--- src/rtl/rv32i_pkg.sv ---
// rtl/rv32i_pkg.sv - shared constants and state encoding for the rv32i load/store unit
package rv32i_pkg;

    localparam int XLEN = 32;

    // Load funct3 codes
    localparam logic [2:0] LB  = 3'b000;
    localparam logic [2:0] LH  = 3'b001;
    localparam logic [2:0] LW  = 3'b010;
    localparam logic [2:0] LBU = 3'b100;
    localparam logic [2:0] LHU = 3'b101;

    // Store funct3 codes
    localparam logic [2:0] SB  = 3'b000;
    localparam logic [2:0] SH  = 3'b001;
    localparam logic [2:0] SW  = 3'b010;

    typedef enum logic [1:0] {
        LSU_IDLE = 2'd0,
        LSU_WAIT = 2'd1,
        LSU_RESP = 2'd2
    } lsu_state_e;

endpackage

--- src/rtl/rv32i_lsu_if.sv ---
// rtl/rv32i_lsu_if.sv - core request/response and memory bus signals of the load/store unit
interface rv32i_lsu_if #(
    parameter int XLEN = 32
);
    logic            req_i;
    logic            we_i;
    logic [2:0]      funct3_i;
    logic [XLEN-1:0] addr_i;
    logic [XLEN-1:0] wdata_i;
    logic            busy_o;
    logic            done_o;
    logic [XLEN-1:0] rdata_o;
    logic            misaligned_o;
    logic            fault_o;
    logic [XLEN-1:0] mem_addr_o;
    logic [XLEN-1:0] mem_wdata_o;
    logic [3:0]      mem_wmask_o;
    logic            mem_read_o;
    logic            mem_write_o;
    logic [XLEN-1:0] mem_data_i;
    logic            mem_ack_i;
    logic            illegal_access_i;

    // LSU side
    modport slave (
        input  req_i, we_i, funct3_i, addr_i, wdata_i,
        input  mem_data_i, mem_ack_i, illegal_access_i,
        output busy_o, done_o, rdata_o, misaligned_o, fault_o,
        output mem_addr_o, mem_wdata_o, mem_wmask_o, mem_read_o, mem_write_o
    );

    // Core / memory-map side
    modport master (
        output req_i, we_i, funct3_i, addr_i, wdata_i,
        output mem_data_i, mem_ack_i, illegal_access_i,
        input  busy_o, done_o, rdata_o, misaligned_o, fault_o,
        input  mem_addr_o, mem_wdata_o, mem_wmask_o, mem_read_o, mem_write_o
    );
endinterface

--- src/rtl/rv32i_lsu_align.sv ---
// rtl/rv32i_lsu_align.sv - byte-lane alignment, legality checks and load extension
module rv32i_lsu_align
    import rv32i_pkg::*;
(
    input  logic            we_i,
    input  logic [2:0]      funct3_i,
    input  logic [1:0]      addr_lo_i,
    input  logic [XLEN-1:0] wdata_i,
    output logic [3:0]      wmask_o,
    output logic [XLEN-1:0] wdata_o,
    output logic            misaligned_o,
    output logic            illegal_o,
    input  logic [2:0]      ld_funct3_i,
    input  logic [1:0]      ld_off_i,
    input  logic [XLEN-1:0] mem_data_i,
    output logic [XLEN-1:0] ld_data_o
);

    logic [XLEN-1:0] shifted;

    // Request side: lane mask, replicated store data and legality of the access
    always_comb begin
        wmask_o      = 4'b0000;
        wdata_o      = '0;
        illegal_o    = 1'b0;
        misaligned_o = ((funct3_i[1:0] == 2'b01) && addr_lo_i[0]) ||
                       ((funct3_i[1:0] == 2'b10) && (addr_lo_i != 2'b00));
        if (we_i) begin
            case (funct3_i)
                SB: begin
                    wmask_o = 4'b0001 << addr_lo_i;
                    wdata_o = {4{wdata_i[7:0]}};
                end
                SH: begin
                    wmask_o = 4'b0011 << addr_lo_i;
                    wdata_o = {2{wdata_i[15:0]}};
                end
                SW: begin
                    wmask_o = 4'b1111;
                    wdata_o = wdata_i;
                end
                default: illegal_o = 1'b1;
            endcase
        end else begin
            case (funct3_i)
                LB, LH, LW, LBU, LHU: illegal_o = 1'b0;
                default:              illegal_o = 1'b1;
            endcase
        end
    end

    // Load side: pull the addressed lane down to bit 0 and extend it
    always_comb begin
        shifted = mem_data_i >> {ld_off_i, 3'b000};
        case (ld_funct3_i)
            LB:      ld_data_o = {{24{shifted[7]}}, shifted[7:0]};
            LH:      ld_data_o = {{16{shifted[15]}}, shifted[15:0]};
            LBU:     ld_data_o = {24'h000000, shifted[7:0]};
            LHU:     ld_data_o = {16'h0000, shifted[15:0]};
            default: ld_data_o = shifted;
        endcase
    end

endmodule

--- src/rtl/rv32i_lsu.sv ---
// rtl/rv32i_lsu.sv - single-outstanding load/store unit with timeout and trap reporting
module rv32i_lsu
    import rv32i_pkg::*;
#(
    parameter int XLEN           = 32,
    parameter int TIMEOUT_CYCLES = 255,
    parameter int CNT_W          = 8
) (
    input  logic        clk_i,
    input  logic        rst_n_i,
    rv32i_lsu_if.slave  bus
);

    localparam logic [CNT_W-1:0] CNT_LAST = CNT_W'(TIMEOUT_CYCLES - 1);

    lsu_state_e      state_q, state_d;
    logic [CNT_W-1:0] cnt_q, cnt_d;
    logic [XLEN-1:0] addr_q, addr_d;
    logic [XLEN-1:0] wdata_q, wdata_d;
    logic [3:0]      mask_q, mask_d;
    logic            rd_q, rd_d;
    logic            wr_q, wr_d;
    logic [2:0]      f3_q, f3_d;
    logic [1:0]      off_q, off_d;
    logic [XLEN-1:0] rdata_q, rdata_d;
    logic            mis_q, mis_d;
    logic            flt_q, flt_d;

    logic [3:0]      al_mask;
    logic [XLEN-1:0] al_wdata;
    logic            al_mis;
    logic            al_ill;
    logic [XLEN-1:0] ld_data;

    rv32i_lsu_align u_align (
        .we_i         (bus.we_i),
        .funct3_i     (bus.funct3_i),
        .addr_lo_i    (bus.addr_i[1:0]),
        .wdata_i      (bus.wdata_i),
        .wmask_o      (al_mask),
        .wdata_o      (al_wdata),
        .misaligned_o (al_mis),
        .illegal_o    (al_ill),
        .ld_funct3_i  (f3_q),
        .ld_off_i     (off_q),
        .mem_data_i   (bus.mem_data_i),
        .ld_data_o    (ld_data)
    );

    // State and datapath registers; reset drops the strobes immediately
    always_ff @(posedge clk_i or negedge rst_n_i) begin
        if (!rst_n_i) begin
            state_q <= LSU_IDLE;
            cnt_q   <= '0;
            addr_q  <= '0;
            wdata_q <= '0;
            mask_q  <= '0;
            rd_q    <= 1'b0;
            wr_q    <= 1'b0;
            f3_q    <= '0;
            off_q   <= '0;
            rdata_q <= '0;
            mis_q   <= 1'b0;
            flt_q   <= 1'b0;
        end else begin
            state_q <= state_d;
            cnt_q   <= cnt_d;
            addr_q  <= addr_d;
            wdata_q <= wdata_d;
            mask_q  <= mask_d;
            rd_q    <= rd_d;
            wr_q    <= wr_d;
            f3_q    <= f3_d;
            off_q   <= off_d;
            rdata_q <= rdata_d;
            mis_q   <= mis_d;
            flt_q   <= flt_d;
        end
    end

    // Next-state: accept in IDLE, wait for ack/fault/timeout, pulse done once
    always_comb begin
        state_d = state_q;
        cnt_d   = cnt_q;
        addr_d  = addr_q;
        wdata_d = wdata_q;
        mask_d  = mask_q;
        rd_d    = rd_q;
        wr_d    = wr_q;
        f3_d    = f3_q;
        off_d   = off_q;
        rdata_d = rdata_q;
        mis_d   = mis_q;
        flt_d   = flt_q;
        case (state_q)
            LSU_IDLE: begin
                mis_d = 1'b0;
                flt_d = 1'b0;
                if (bus.req_i) begin
                    if (al_ill || al_mis) begin
                        // illegal funct3 wins over misalignment
                        flt_d   = al_ill;
                        mis_d   = ~al_ill;
                        rdata_d = '0;
                        state_d = LSU_RESP;
                    end else begin
                        addr_d  = {bus.addr_i[XLEN-1:2], 2'b00};
                        wdata_d = al_wdata;
                        mask_d  = al_mask;
                        f3_d    = bus.funct3_i;
                        off_d   = bus.addr_i[1:0];
                        rd_d    = ~bus.we_i;
                        wr_d    = bus.we_i;
                        cnt_d   = '0;
                        state_d = LSU_WAIT;
                    end
                end
            end
            LSU_WAIT: begin
                if (bus.illegal_access_i) begin
                    flt_d   = 1'b1;
                    rdata_d = '0;
                    rd_d    = 1'b0;
                    wr_d    = 1'b0;
                    state_d = LSU_RESP;
                end else if (bus.mem_ack_i) begin
                    rdata_d = wr_q ? '0 : ld_data;
                    rd_d    = 1'b0;
                    wr_d    = 1'b0;
                    state_d = LSU_RESP;
                end else if (cnt_q == CNT_LAST) begin
                    flt_d   = 1'b1;
                    rdata_d = '0;
                    rd_d    = 1'b0;
                    wr_d    = 1'b0;
                    state_d = LSU_RESP;
                end else begin
                    cnt_d = cnt_q + 1'b1;
                end
            end
            LSU_RESP: begin
                state_d = LSU_IDLE;
            end
            default: state_d = LSU_IDLE;
        endcase
    end

    assign bus.busy_o       = (state_q != LSU_IDLE);
    assign bus.done_o       = (state_q == LSU_RESP);
    assign bus.rdata_o      = rdata_q;
    assign bus.misaligned_o = mis_q & bus.done_o;
    assign bus.fault_o      = flt_q & bus.done_o;
    assign bus.mem_addr_o   = addr_q;
    assign bus.mem_wdata_o  = wdata_q;
    assign bus.mem_wmask_o  = mask_q;
    assign bus.mem_read_o   = rd_q;
    assign bus.mem_write_o  = wr_q;

endmodule

--- src/flat_wrapper.sv ---
// flat-port wrapper written by rule: the top's interface ports become plain ports
module rv32i_lsu_flat import rv32i_pkg::*;
#(
    parameter int XLEN           = 32,
    parameter int TIMEOUT_CYCLES = 255,
    parameter int CNT_W          = 8
)
  (clk_i, rst_n_i, bus_req_i, bus_we_i, bus_funct3_i, bus_addr_i, bus_wdata_i, bus_mem_data_i, bus_mem_ack_i, bus_illegal_access_i, bus_busy_o, bus_done_o, bus_rdata_o, bus_misaligned_o, bus_fault_o, bus_mem_addr_o, bus_mem_wdata_o, bus_mem_wmask_o, bus_mem_read_o, bus_mem_write_o);
  rv32i_lsu_if #(.XLEN(XLEN)) bus_i ();
  input  logic clk_i;
  input  logic rst_n_i;
  input wire logic [$bits(bus_i.req_i)-1:0] bus_req_i;
  input wire logic [$bits(bus_i.we_i)-1:0] bus_we_i;
  input wire logic [$bits(bus_i.funct3_i)-1:0] bus_funct3_i;
  input wire logic [$bits(bus_i.addr_i)-1:0] bus_addr_i;
  input wire logic [$bits(bus_i.wdata_i)-1:0] bus_wdata_i;
  input wire logic [$bits(bus_i.mem_data_i)-1:0] bus_mem_data_i;
  input wire logic [$bits(bus_i.mem_ack_i)-1:0] bus_mem_ack_i;
  input wire logic [$bits(bus_i.illegal_access_i)-1:0] bus_illegal_access_i;
  output wire logic [$bits(bus_i.busy_o)-1:0] bus_busy_o;
  output wire logic [$bits(bus_i.done_o)-1:0] bus_done_o;
  output wire logic [$bits(bus_i.rdata_o)-1:0] bus_rdata_o;
  output wire logic [$bits(bus_i.misaligned_o)-1:0] bus_misaligned_o;
  output wire logic [$bits(bus_i.fault_o)-1:0] bus_fault_o;
  output wire logic [$bits(bus_i.mem_addr_o)-1:0] bus_mem_addr_o;
  output wire logic [$bits(bus_i.mem_wdata_o)-1:0] bus_mem_wdata_o;
  output wire logic [$bits(bus_i.mem_wmask_o)-1:0] bus_mem_wmask_o;
  output wire logic [$bits(bus_i.mem_read_o)-1:0] bus_mem_read_o;
  output wire logic [$bits(bus_i.mem_write_o)-1:0] bus_mem_write_o;
  assign bus_i.req_i = bus_req_i;
  assign bus_i.we_i = bus_we_i;
  assign bus_i.funct3_i = bus_funct3_i;
  assign bus_i.addr_i = bus_addr_i;
  assign bus_i.wdata_i = bus_wdata_i;
  assign bus_i.mem_data_i = bus_mem_data_i;
  assign bus_i.mem_ack_i = bus_mem_ack_i;
  assign bus_i.illegal_access_i = bus_illegal_access_i;
  assign bus_busy_o = bus_i.busy_o;
  assign bus_done_o = bus_i.done_o;
  assign bus_rdata_o = bus_i.rdata_o;
  assign bus_misaligned_o = bus_i.misaligned_o;
  assign bus_fault_o = bus_i.fault_o;
  assign bus_mem_addr_o = bus_i.mem_addr_o;
  assign bus_mem_wdata_o = bus_i.mem_wdata_o;
  assign bus_mem_wmask_o = bus_i.mem_wmask_o;
  assign bus_mem_read_o = bus_i.mem_read_o;
  assign bus_mem_write_o = bus_i.mem_write_o;
  rv32i_lsu #(.XLEN(XLEN), .TIMEOUT_CYCLES(TIMEOUT_CYCLES), .CNT_W(CNT_W)) u_core (.clk_i(clk_i), .rst_n_i(rst_n_i), .bus(bus_i));
endmodule
--- config.mk ---
export PLATFORM = sky130hd
export DESIGN_NAME = rv32i_lsu_flat
export DESIGN_NICKNAME = d
export VERILOG_FILES = /design/src/rtl/rv32i_pkg.sv /design/src/rtl/rv32i_lsu_if.sv /design/src/rtl/rv32i_lsu_align.sv /design/src/rtl/rv32i_lsu.sv /design/src/flat_wrapper.sv
export SDC_FILE = /design/constraint.sdc
export NUM_CORES = 1
export LEC_CHECK = 0
export BUFFER_PORTS_ARGS = -buffer_cell sky130_fd_sc_hd__clkbuf_2
export CAP_MARGIN = 20
export CORE_ASPECT_RATIO = 0.8
export CORE_MARGIN = 10
export CORE_UTILIZATION = 51
export DETAILED_ROUTE_END_ITERATION = 6
export GPL_TIMING_DRIVEN = 0
export MAX_ROUTING_LAYER = met4
export PLACE_DENSITY = 0.88
export SLEW_MARGIN = 20
export SYNTH_ARGS = -nofsm -noshare
export SYNTH_HDL_FRONTEND = slang
export SYNTH_HIERARCHICAL = 1
export SYNTH_SLANG_ARGS = --single-unit
--- constraint.sdc ---
create_clock -name clk_i -period 2.1 [get_ports clk_i]
set_input_delay 0.21 -clock clk_i [delete_from_list [all_inputs] [get_ports clk_i]]
set_output_delay 0.21 -clock clk_i [all_outputs]
set_load 0.1 [all_outputs]
Word level (Yosys, flattened, before mapping)
Cells that the tools add are included.
{"block": "totals", "reg_bits": 117, "inputBits": 105, "output_inout_bits": 106}
{"block": "classes", "n_addsub": 1, "eq_ne": 21, "shifts": 3, "mux": 44, "bitwise_logic": 5, "reduce_logical": 18}
{"cell": "32-bit two-way mux", "count": 7}
{"cell": "32-bit one-hot mux with 4 select lines", "count": 1}
{"cell": "32-bit one-hot mux with 3 select lines", "count": 1}
{"cell": "32-bit one-hot mux with 2 select lines", "count": 1}
{"cell": "8-bit two-way mux", "count": 5}
{"cell": "32-bit by 5-bit >> shifter with 32-bit output", "count": 1}
{"cell": "1-bit two-way mux", "count": 17}
{"cell": "8-bit one-hot mux with 2 select lines", "count": 1}
{"cell": "3-bit == test, second input constant", "count": 4}
{"cell": "4-bit one-hot mux with 3 select lines", "count": 1}
{"cell": "2-bit two-way mux", "count": 5}
{"cell": "2-bit != test, second input constant", "count": 5}
{"cell": "8-bit by 1-bit adder with 8-bit output, second input constant", "count": 1}
{"cell": "8-bit == test, second input constant", "count": 1}
{"cell": "4-bit AND reduction", "count": 2}
{"cell": "3-bit by 1-bit == test with 1-bit output, second input constant", "count": 2}
{"cell": "3-bit logical NOT", "count": 2}
{"cell": "1-bit one-hot mux with 2 select lines", "count": 3}
{"cell": "3-bit AND reduction", "count": 2}
{"cell": "6-bit AND reduction", "count": 1}
{"cell": "2-bit nonzero test", "count": 3}
{"cell": "5-bit OR reduction", "count": 1}
{"cell": "2-bit by 1-bit == test with 1-bit output, second input constant", "count": 2}
{"cell": "2-bit == test, second input constant", "count": 2}
{"cell": "16 further kinds", "count": 21}

Longest topological paths before layout
Gate-level depths: netlist of run 1.
{"block": "logic_depth", "depth_word": 8, "depth_mapped": 11}

Cells and area by module
Netlist of run 1, hierarchy kept.
{"mod": "rv32i_lsu", "n_inst": 1, "cells_each": 311, "area_per_inst_um2": 4828.4}
{"mod": "rv32i_lsu_align", "n_inst": 1, "cells_each": 230, "area_per_inst_um2": 1425.1}

Least setup slack after synthesis of run 1
Ideal clock, no wire load.
{"block": "synth_path", "path_kind": "reg2out", "startpoint": "register u_core.state_q[1]", "endpoint": "output port bus_fault_o", "arrival_ns": 2.741, "setup_slack_ns": -0.851, "stages_incl_launch_ff": 3, "path_buffers": 0, "path_cell_list": "dfrtp_1 > nor2b_1 > and2_1"}
{"block": "synth_between", "elab_chain_cells": 2}
{"element": "start, declared", "line": "rv32i_lsu.sv:16", "text": "lsu_state_e state_q, state_d;"}
{"element": "start signal, assigned", "line": "rv32i_lsu.sv:66", "text": "state_q <= state_d;"}
{"element": "2-bit == test", "line": "rv32i_lsu.sv:149", "text": "assign bus.done_o = (state_q == LSU_RESP);"}
{"element": "named net bus_done_o", "line": "flat_wrapper.sv:21", "text": "output wire logic [$bits(bus_i.done_o)-1:0] bus_done_o;"}
{"element": "1-bit bitwise AND", "line": "rv32i_lsu.sv:152", "text": "assign bus.fault_o = flt_q & bus.done_o;"}
{"element": "end, declared", "line": "flat_wrapper.sv:24", "text": "output wire logic [$bits(bus_i.fault_o)-1:0] bus_fault_o;"}
The timed path passes the listed nets, and every way through them passes these cells.

Final worst setup path of run 1
{"block": "layout_path", "startpoint": "input port bus_funct3_i[1]", "endpoint": "register u_core.addr_q[28] (netlist: u_core/bus.mem_addr_o[28])"}
{"block": "layout_between", "elab_chain_cells": 7, "elab_cells_between_ends": 18, "cone_classes": "6 x eq/ne; 3 x mux; 1 x bitwise; 8 x reduce/logical"}
{"element": "start, declared", "line": "flat_wrapper.sv:14", "text": "input wire logic [$bits(bus_i.funct3_i)-1:0] bus_funct3_i;"}
{"element": "3-bit by 1-bit == test with 1-bit output (tied with other cells)", "line": "rv32i_lsu_align.sv:29, rv32i_lsu_align.sv:45"}
{"element": "5-bit OR reduction or 3-bit OR reduction (tied branches)"}
{"element": "1-bit two-way mux (on tied branches)", "line": "rv32i_lsu_align.sv:45, rv32i_lsu_align.sv:29"}
{"element": "1-bit two-way mux (*)", "line": "rv32i_lsu_align.sv:28", "text": "if (we_i) begin"}
{"element": "named net u_core.al_ill", "line": "rv32i_lsu.sv:32", "text": "logic al_ill;"}
{"element": "1-bit logical OR (*)", "line": "rv32i_lsu.sv:100", "text": "if (al_ill || al_mis) begin"}
{"element": "1-bit inverter (no line) (*)"}
{"element": "3-bit AND reduction (no line) (*)"}
{"element": "end signal, assigned", "line": "rv32i_lsu.sv:68", "text": "addr_q <= addr_d;"}
{"element": "end, declared", "line": "rv32i_lsu.sv:18", "text": "logic [XLEN-1:0] addr_q, addr_d;"}
Mark *: on every way through the listed nets, which the timed path passes. The rest lies on a longest branch.
A chain may end at the register's enable or synchronous reset.

==> impl_metrics.csv, run 1 <==
group,metric,value,unit
cts,cts_tree,"yes",
logic_synthesis,ys.flop_type,"dfrtp_1",
cells_and_area,num_antenna_cells,0,
hold_path,hold_path_class,"input port to flop",
cts,post-cts-setup-buffer-count,0,
floorplanning,row_count,36,
logic_synthesis,synthCells,541,
pwr,p_leak,4.31,nW
critical_path,crit_start,"bus_funct3_i[1]",
critical_path,required,2.38,ns
logic_synthesis,ys_ff_latch,117,
timing,maxSlewViolCount,0,
cells_and_area,fillers,906,
cts,cts.htree.levels,4,
floorplanning,num_io_pins,211,
floorplanning,initial_utilization,51.8,%
critical_path,cp-end-kind,"flop",
global_routing,grt.total_usage,22.3,%
route,route.vias.total,5166,
placed_design,dpl_cell_area,7560,sq um
global_routing,grt_pass1_vias,5265,
critical_path,cp_max_fo,10,
logic_synthesis,ys_warn_count,6,
timing,final_hold_viol_count,0,
critical_path,critPathLaunchType,"input port",
logic_synthesis,yosysUniqueCellTypes,49,
global_routing,grt_overflow_total,0,
logic_synthesis,syn_avg_cell_area,11.6,sq um
global_routing,antenna_found_initial,0,
logic_synthesis,ys_seq_area_share,46.8,%
run_status,outcome,"finished clean",
cells_and_area,fin_area,8200,sq um
global_routing,grt_pass1_wl,29.5,mm
global_routing,grt_max_degree,70,
critical_path,reg2reg_depth,7,
cts,clock_latency,0.41,ns
cts,cts_sinks,117,
logic_synthesis,synth_top_area_share,46.8,%
logic_synthesis,yosys.area.top_type,"dfrtp_1",
floorplanning,die-height,119,microns
cells_and_area,final_nets,878,
timing,fmax,497,MHz
timing,fin_crit_sh,95.8,%
critical_path,crit_path_end,"u_core/bus.mem_addr_o[28]",
critical_path,reg2reg_to,"u_core/bus.rdata_o[29]",
cts,cts_buffer_depth,2,
timing,max-slew-margin-rel,61.8,%
placed_design,gp_congestion,0.931,
placed_design,hpwl,14.3,mm
critical_path,rrSetupSlack,0.19,ns
timing,grt_setup_unrepaired,"false",
timing,period_minus_slack,2.01,ns
floorplanning,coreArea,12100,sq um
timing,finalSetupViolCount,0,
route,drtAntennaViolNets,0,
logic_synthesis,netlist_area,6250,sq um
cells_and_area,post-route-util,67.9,%
logic_synthesis,synth-async-reset-ratio,100,%
route,wl_per_cell,20.2,microns
logic_synthesis,synth_edf_count,0,
route,drt-total-wl,18.9,mm
cells_and_area,areaGrowthSynthToFinish,31.1,%
cts,cts_root_buf,"clkbuf_16",
pwr,ir_drop,0.884,mV
critical_path,critical_path_class,"input port to flop",
timing,fin_skew,0.0103,ns
route,detailedRoute.firstPassIterationCount,5,
floorplanning,dieArea,17100,sq um
critical_path,cp.arrival,2.29,ns
route,dr.first_iter.drc_count,392,
logic_synthesis,synth.top_cells.by_area,"dfrtp_1 (47%), mux2_4 (14%), a21oi_1 (4.6%)",
logic_synthesis,synth.most_common_cell,"dfrtp_1",
route,viasPerCell,5.52,
logic_synthesis,synth_common_cells,"dfrtp_1 (117), mux2_4 (59), a21oi_1 (57), nand2_1 (50), a22o_1 (32)",
route,drc,0,
critical_path,r2r_start,"u_core/cnt_q[0]",
timing,worst_pin_slew,0.575,ns
placed_design,io_buffer_count,208,
pwr,p_per_area,1450,nW/um^2
cts,clkTransAtPathRegs,0.06,ns
job,maxCapViolations,0,
cells_and_area,drive_above_1_share,47.6,%
floorplanning,die_x,144,microns
cts,cts_made_buffers,17,
-- cell families after synthesis --
group	Yosys count	synth area share, %
xor+xnor	1	0.140
mux	90	19.4
fa+ha+maj	2	0.400
buf+inv	46	5.12
compound gates	157	17.7
other cells	1	0.0600
simple gates	127	10.3
flops	117	46.8
-- sequential cells by signal (all words and copies together) (netlist names), 2 cells and up --
register and cells:
u_core/cnt_q 8, u_core/f3_q 3, u_core/bus.mem_wmask_o 4, u_core/bus.rdata_o 32, u_core/off_q 2, u_core/bus.mem_addr_o 30
u_core/state_q 2, u_core/bus.mem_wdata_o 32
-- critical path: stages --
cell	delay, ns
clkbuf_2	0.12
clkbuf_2	0.16
buf_2	0.22
a21oi_1	0.14
nor2_1	0.09
or3b_4	0.43
or2_4	0.28
buf_12	0.16
buf_12	0.16
mux2_4	0.30
-- placed cells by master, fill, tap and decap left out, types with 7 or more instances in the layout --
| cell | synthesis | routed |
|---|---|---|
| clkbuf_2 | 0 | 210 |
| dfrtp_1 | 117 | 117 |
| mux2_4 | 59 | 59 |
| a21oi_1 | 57 | 57 |
| nand2_1 | 50 | 49 |
| a22o_1 | 32 | 32 |
| clkbuf_16 | 0 | 17 |
| a21o_1 | 17 | 17 |
| o21ai_0 | 16 | 16 |
| mux2_2 | 16 | 16 |
| mux2i_1 | 15 | 15 |
| nand2b_1 | 13 | 13 |
| nor2b_1 | 13 | 12 |
| nor2_1 | 12 | 12 |
| and2_1 | 11 | 11 |
| buf_2 | 11 | 11 |
| clkbuf_1 | 15 | 9 |
| or2_2 | 9 | 9 |
| nand3_1 | 8 | 8 |
| a31oi_1 | 8 | 8 |
| o22ai_2 | 8 | 8 |
| a211oi_1 | 7 | 7 |
-- worst min path at each step --
stage | slack (ns) | depth (start not counted) | to | from
2_1_floorplan | -0.09 | 0 | u_core/bus.mem_addr_o[10] | rst_n_i
3_3_place_gp | 0.44 | 2 | u_core/bus.mem_addr_o[30] | bus_addr_i[30]
3_5_place_dp | 0.18 | 1 | u_core/bus.rdata_o[17] | rst_n_i
4_1_cts | 0.02 | 2 | u_core/bus.mem_addr_o[7] | bus_addr_i[7]
5_1_grt | 0.02 | 2 | u_core/bus.mem_addr_o[15] | bus_addr_i[15]
6_report | 0.03 | 2 | u_core/bus.mem_addr_o[3] | bus_addr_i[3]
-- layer usage --
metal,wire length (microns),global-route usage [%],share of wire [%]
met1,7840,28.4,41
met2,9380,35.4,50
met3,1440,4.85,7.6
met4,284,5.54,1.5
met5,0,-,0
-- layout make-up --
cell class,count,area (sq um),area share [%]
multi-input combinational,379,3030,37.0
sequential,117,2930,35.7
timing repair buffer,210,1090,13.3
clock buffer,17,425,5.19
buffer,41,328,4.00
clock inverter,15,190,2.32
tap,152,190,2.32
inverter,5,18.8,0.229
-- power breakdown --
part	internal, mW	total (mW)	switching, mW
logic	1.46	5.84	4.38
clock network	1.90	3.01	1.12
registers	2.70	3.01	0.313
total	6.06	11.9	5.81
-- through the flow --
| step | power [mW] | setup TNS (ns) | hold slack (ns) | cells | setup WS (ns) |
|---|---|---|---|---|---|
| after CTS | 11.9 | 0 | 0.0205 | 936 | 0.0289 |
| final | 11.9 | 0 | 0.0304 | 936 | 0.0887 |
| after global routing | 12.3 | 0 | 0.0195 | 936 | 0.00360 |
| after detailed placement | 8.84 | -45.39 | 0.182 | 903 | -0.457 |
| after global placement | 8.75 | -147.22 | 0.441 | 902 | -0.919 |
| after floorplan | 7.77 | 0 | -0.0856 | 542 | 0.00362 |
-- timing repair --
| action | CTS | global route |
|---|---|---|
| hold buffers | 1 | 0 |
| endpoints found under the hold margin | 48 | 0 |
| gates resized for setup | 1 | 5 |
| endpoints found under the setup margin | 68 | 103 |
Note: power is estimated with default switching activity, not from simulation.
==> inputs of run 2 (changes only) <==
--- a/config.mk
+++ b/config.mk
@@ -9,11 +9,11 @@
 export CAP_MARGIN = 20
 export CORE_ASPECT_RATIO = 0.8
 export CORE_MARGIN = 10
-export CORE_UTILIZATION = 51
+export CORE_UTILIZATION = 54
 export DETAILED_ROUTE_END_ITERATION = 6
 export GPL_TIMING_DRIVEN = 0
 export MAX_ROUTING_LAYER = met4
-export PLACE_DENSITY = 0.88
+export PLACE_DENSITY = 0.92
 export SLEW_MARGIN = 20
 export SYNTH_ARGS = -nofsm -noshare
 export SYNTH_HDL_FRONTEND = slang
==> constraint.sdc (replaced) <==
create_clock -name clk_i -period 2.6 [get_ports clk_i]
set_input_delay 0.26 -clock clk_i [delete_from_list [all_inputs] [get_ports clk_i]]
set_output_delay 0.26 -clock clk_i [all_outputs]
set_load 0.1 [all_outputs]
==> impl_metrics.csv, run 2 (same netlist as run 1, synthesis figures left out) <==
group,metric,value,unit
placed_design,io_buffer_count,208,
placed_design,hpwl,14.3,mm
floorplanning,num_io_pins,211,
timing,fmax,410,MHz
timing,final_hold_viol_count,0,
route,drc,0,
global_routing,grt_pass1_vias,5141,
job,maxCapViolations,0,
timing,grt_setup_unrepaired,"false",
cts,clkTransAtPathRegs,0.06,ns
floorplanning,die_x,140,microns
floorplanning,initial_utilization,54.7,%
critical_path,reg2reg_depth,5,
floorplanning,row_count,35,
cells_and_area,num_antenna_cells,0,
critical_path,reg2reg_to,"u_core/bus.rdata_o[7]",
global_routing,grt_pass1_wl,28.1,mm
hold_path,hp-start,"bus_addr_i[30]",
route,dr_wl_met3,1.44,mm
critical_path,rrSetupSlack,0.70,ns
hold_path,min_to,"u_core/bus.mem_addr_o[30]",
cells_and_area,drive_above_1_share,46.4,%
cells_and_area,areaGrowthSynthToFinish,29.3,%
critical_path,cp_slowest_stage_delay,0.55,ns
pwr,p_per_area,1140,nW/um^2
critical_path,r2r_start,"u_core/cnt_q[3]",
pwr,p_leak,4.22,nW
cts,clock_latency,0.40,ns
route,detailedRoute.firstPassIterationCount,5,
route,drt-total-wl,18.5,mm
cts,cts_buffer_depth,2,
critical_path,worstPathCellList,"clkbuf_2, clkbuf_1, buf_2, inv_1, o31ai_1, or3b_4, or2_4, buf_8, buf_12, mux2_4",
hold_path,holdPathStages,2,
critical_path,critPathBufInv,6,
route,drtAntennaViolNets,0,
global_routing,grt.total_usage,22.4,%
cells_and_area,layout_commonest_cell,"clkbuf_2",
timing,fin_skew,0.00939,ns
timing,worst_hold_slack,0.0898,ns
pwr,ir_drop,0.546,mV
timing,max-slew-margin-rel,60.0,%
timing,worst_pin_slew,0.595,ns
route,top_layer,"met4",
critical_path,critPathSlowestCell,"o31ai_1",
floorplanning,coreArea,11400,sq um
global_routing,grt_overflow_total,0,
placed_design,gp_congestion,0.897,
cells_and_area,fin_area,8090,sq um
floorplanning,dieArea,16300,sq um
cts,cts_tree,"yes",
cts,cts_root_buf,"clkbuf_16",
critical_path,required,2.88,ns
cells_and_area,post-route-util,70.7,%
route,dr.first_iter.drc_count,473,
critical_path,critPathLaunchType,"input port",
critical_path,crit_start,"bus_funct3_i[1]",
floorplanning,die-height,116,microns
route,viasPerCell,5.49,
run_status,outcome,"finished clean",
timing,fin_crit_sh,93.9,%
route,route.vias.total,5121,
timing,setup_ws,0.159,ns
timing,maxSlewViolCount,0,
critical_path,cp_max_fo,10,
route,wl_per_cell,19.8,microns
critical_path,cp-end-kind,"flop",
placed_design,dp_cells,899,
route,drt-met1-wl,7.89,mm
critical_path,cp.arrival,2.72,ns
hold_path,hold_path_class,"input port to flop",
global_routing,grt_max_degree,65,
timing,totalNegativeSetupSlack,0,ns
cts,cts_made_buffers,17,
cts,cts-resized-gates,0,
placed_design,preCtsSetupSlack,-0.204,ns
cts,cts_sinks,117,
critical_path,crit_family,"buffers and inverters",
placed_design,dpl_cell_area,7520,sq um
cells_and_area,layout_common_cells,"clkbuf_2 (207), dfrtp_1 (117), mux2_4 (59)",
pwr,total_power,9.25,mW
critical_path,critical_path_class,"input port to flop",
timing,finalSetupViolCount,0,
timing,period_minus_slack,2.44,ns
cells_and_area,final_nets,878,
cts,cts.htree.levels,4,
global_routing,antenna_found_initial,0,
route,route.met2.wl,8.88,mm
cells_and_area,final_cell_count_no_fill,932,
[run 2: cell types whose count changed in the layout (fill, tap and decap cells not counted), moves of 2 or more]
cell        before  now
clkbuf_2       210  207
clkbuf_4         2    0
bufinv_16        3    0
clkinv_4         3    1
clkbuf_1         9   15
clkinvlp_4       0    8
inv_6            6    3
[run 2: worst max-delay path by stage]
stage          slack, ns  depth (start not counted)                          to
2_1_floorplan       0.13                          6  u_core/bus.mem_wdata_o[18]
3_3_place_gp       -0.45                          1   u_core/bus.mem_addr_o[15]
3_5_place_dp       -0.20                         10  u_core/bus.mem_wdata_o[23]
4_1_cts             0.21                         10   u_core/bus.mem_addr_o[26]
5_1_grt             0.04                         10             u_core/cnt_q[6]
6_report            0.16                         10   u_core/bus.mem_addr_o[26]
[run 2: repair_timing]
item / 4_1_cts / 5_1_grt
buffers inserted: 0 / 0
endpoints found under the hold margin: 53 / 0
hold buffers: 1 / 0
[run 2: layer usage]
layer / GRT usage, % / vias up
li1: - / 2420
met1: 28.3 / 2464
met2: 34.2 / 222
met3: 6.42 / 15
met4: 7.35 / 0
met5: - / -
[run 2: cell type report]
class	instances	area (sq um)
buffer	41	302
tap	148	185
inverter	5	18.8
sequential	117	2930
multi-input combinational	379	3010
timing repair buffer	210	1090
clock inverter	13	100
clock buffer	19	453
fill	842	3340
[run 2: where the power goes]
group,switching [mW],internal (mW),total (mW)
clock network,0.855,1.27,2.13
registers,0.247,2.18,2.43
logic,3.52,1.17,4.69
[run 2: worst register-to-register path, cell delays in order (launching register included)]
cell	delay [ns]
dfrtp_1	0.46
nand4_1	0.26
o211ai_2	0.35
nand2_1	0.23
buf_2	0.27
a22o_1	0.21
==> inputs of run 3 (changes only) <==
--- a/config.mk
+++ b/config.mk
@@ -9,7 +9,7 @@
 export CAP_MARGIN = 20
 export CORE_ASPECT_RATIO = 0.8
 export CORE_MARGIN = 10
-export CORE_UTILIZATION = 54
+export CORE_UTILIZATION = 53
 export DETAILED_ROUTE_END_ITERATION = 6
 export GPL_TIMING_DRIVEN = 0
 export MAX_ROUTING_LAYER = met4
@@ -17,5 +17,4 @@
 export SLEW_MARGIN = 20
 export SYNTH_ARGS = -nofsm -noshare
 export SYNTH_HDL_FRONTEND = slang
-export SYNTH_HIERARCHICAL = 1
 export SYNTH_SLANG_ARGS = --single-unit
==> impl_metrics.csv, run 3 <==
group,metric,value,unit
cells_and_area,layout_commonest_cell,"clkbuf_2",
pwr,sw_frac_of_total,50.4,%
cts,clkTransAtPathRegs,0.06,ns
run_status,outcome,"finished clean",
critical_path,critPathLaunchType,"flop",
logic_synthesis,synth.most_common_cell,"nand2_1",
cts,cts_sinks,117,
pwr,power.switching,4.12,mW
cells_and_area,num_antenna_cells,0,
placed_design,io_buffer_count,205,
pwr,pwr-share-comb,45.3,%
critical_path,cp_max_fo,10,
cts,cts_tree,"yes",
cells_and_area,layout_common_cells,"clkbuf_2 (204), nand2_1 (153), dfrtp_1 (117)",
floorplanning,dieArea,15000,sq um
timing,worst_pin_slew,0.829,ns
pwr,ir_drop,0.885,mV
logic_synthesis,synth-async-reset-ratio,100,%
global_routing,grt_overflow_total,0,
timing,fin_skew,0.0110,ns
cts,cts_buffer_depth,2,
logic_synthesis,yosysUniqueCellTypes,52,
logic_synthesis,synth.top_cells.by_area,"dfrtp_1 (53%), nand2_1 (10%), mux2i_1 (4.3%)",
cells_and_area,areaGrowthSynthToFinish,32.4,%
cts,clock_latency,0.41,ns
logic_synthesis,synth_edf_count,0,
critical_path,cp-end-kind,"flop",
global_routing,grt_pass1_wl,28.8,mm
timing,fmax,463,MHz
route,dr.first_iter.drc_count,489,
logic_synthesis,netlist_area,5540,sq um
timing,finalSetupViolCount,0,
logic_synthesis,synthCells,568,
hold_path,hold_path_class,"input port to flop",
critical_path,required,2.95,ns
cells_and_area,multi_input_area,2390,sq um
route,viasPerCell,5.62,
route,drtAntennaViolNets,0,
critical_path,cp.arrival,2.51,ns
global_routing,antenna_found_initial,0,
placed_design,dp_cells,915,
cells_and_area,final_cell_count_no_fill,947,
floorplanning,die_x,134,microns
cts,cts.htree.levels,4,
route,drc,0,
timing,period_minus_slack,2.16,ns
route,drt-total-wl,18.3,mm
logic_synthesis,ys_seq_area_share,52.8,%
pwr,p_seq_share,28.8,%
cells_and_area,drive_above_1_share,34.0,%
cts,cts_made_buffers,17,
logic_synthesis,ys_ff_latch,117,
global_routing,grt.total_usage,24.8,%
timing,fin_crit_sh,83.0,%
floorplanning,die-height,111,microns
global_routing,grt_max_degree,77,
route,route.vias.total,5324,
floorplanning,num_io_pins,211,
placed_design,hpwl,14.2,mm
floorplanning,coreArea,10200,sq um
timing,final_hold_viol_count,0,
placed_design,gp_congestion,0.939,
timing,maxSlewViolCount,0,
pwr,p_leak,3.85,nW
job,maxCapViolations,0,
cells_and_area,final_nets,902,
cells_and_area,fillers,794,
timing,grt_setup_unrepaired,"false",
route,detailedRoute.firstPassIterationCount,5,
cells_and_area,layout.area.seq,2930,sq um
critical_path,critical_path_class,"flop to flop",
logic_synthesis,ys.flop_type,"dfrtp_1",
timing,max-slew-margin-rel,44.3,%
pwr,internal-power,4.05,mW
logic_synthesis,yosys.area.top_type,"dfrtp_1",
global_routing,grt_pass1_vias,5326,
logic_synthesis,synth_top_area_share,52.8,%
logic_synthesis,synth_common_cells,"nand2_1 (153), dfrtp_1 (117), a21oi_1 (38), nor2_1 (29), o31ai_1 (25)",
logic_synthesis,syn_avg_cell_area,9.76,sq um
cts,cts_root_buf,"clkbuf_16",
timing,worst_hold_slack,0.0350,ns
pwr,p_per_area,1110,nW/um^2
floorplanning,initial_utilization,54.1,%
logic_synthesis,ys_warn_count,0,
pwr,clkPwrFrac,25.9,%
floorplanning,row_count,33,
route,wl_per_cell,19.4,microns
-- run 3: changes by cell type in the layout (fill, tap and decap cells not counted), moves of 9 or more --
cell,delta
a21oi_1,-19
a21o_1,-17
clkbuf_1,+9
nor2_1,+17
mux2_4,-59
o2bb2ai_1,+22
a22o_1,-29
mux2i_1,+9
nand2_1,+103
nand2b_1,-10
o31ai_1,+24
nor2b_1,-10
a221o_1,+16
-- run 3: final timing paths --
check	from	endpoint	slack, ns	cells past startpoint
worst min register to register	u_core.bus.mem_addr_o[18]	u_core.bus.mem_addr_o[18]	0.47	2
min in group asynchronous	rst_n_i	u_core.bus.rdata_o[21]	0.35	2
worst min-delay path	bus_addr_i[13]	u_core.bus.mem_addr_o[13]	0.04	3
worst max register to register	u_core.state_q[0]	u_core.bus.mem_addr_o[9]	0.44	6
worst max-delay path	u_core.state_q[0]	u_core.bus.mem_addr_o[9]	0.44	6
max in group asynchronous	rst_n_i	u_core.bus.mem_wdata_o[24]	1.58	3
-- run 3: cells by family after synthesis --
kind of cell    count (synthesis)  synth area share, %
other cells                     1               0.0677
buf+inv                        52                 4.18
xor+xnor                        3                0.474
simple gates                  221                 17.3
flops                         117                 52.8
mux                            33                 6.37
fa+ha+maj                       2                0.451
compound gates                139                 18.3
-- run 3: stage by stage --
stage	TNS, ns	utilization [%]	worst slack [ns]	area [sq um]	power (mW)
global route	0	71.6	0.285	7340	8.47
finish	0	71.6	0.442	7340	8.17
detailed placement	0	66.3	0.511	6790	6.07
CTS	0	71.6	0.499	7340	8.19
global placement	-46.35	65.9	-0.408	6750	5.99
floorplan	0	-	0.174	5550	5.32
-- run 3: metal layers --
layer	track usage, %	wire (microns)	up-vias
met5	-	0	-
met1	29.8	7330	2547
li1	-	-	2460
met2	39.3	9100	288
met3	7.73	1590	29
met4	7.68	320	0
-- run 3: timing repair --
action                                 in CTS  in global routing
hold buffers                                1                  0
endpoints found under the hold margin      41                  0
resized for setup                           0                  0
buffers inserted                            0                  0
-- run 3: cell type report --
| class | instances | area share (%) |
|---|---|---|
| buffer | 45 | 2.80 |
| clock buffer | 18 | 5.99 |
| clock inverter | 13 | 1.38 |
| tap | 140 | 2.39 |
| timing repair buffer | 207 | 14.6 |
| inverter | 7 | 0.358 |
| multi-input combinational | 400 | 32.6 |
| sequential | 117 | 39.9 |
-- run 3: power groups by stage --
| stage | logic (mW) | registers (mW) | clock network, mW |
|---|---|---|---|
| global route | 3.86 | 2.40 | 2.21 |
| detailed placement | 3.70 | 2.37 | 0 |
| finish | 3.70 | 2.35 | 2.11 |
| global placement | 3.64 | 2.36 | 0 |
| CTS | 3.71 | 2.35 | 2.13 |
| floorplan | 0.911 | 4.41 | 0 |
-- run 3: critical path, cell delays in order, from the launching register on --
cell      delay (ns)
dfrtp_1         0.45
nor3b_1         0.51
o21a_1          0.21
clkbuf_1        0.26
clkbuf_1        0.46
nand2_1         0.12
nand2_1         0.08
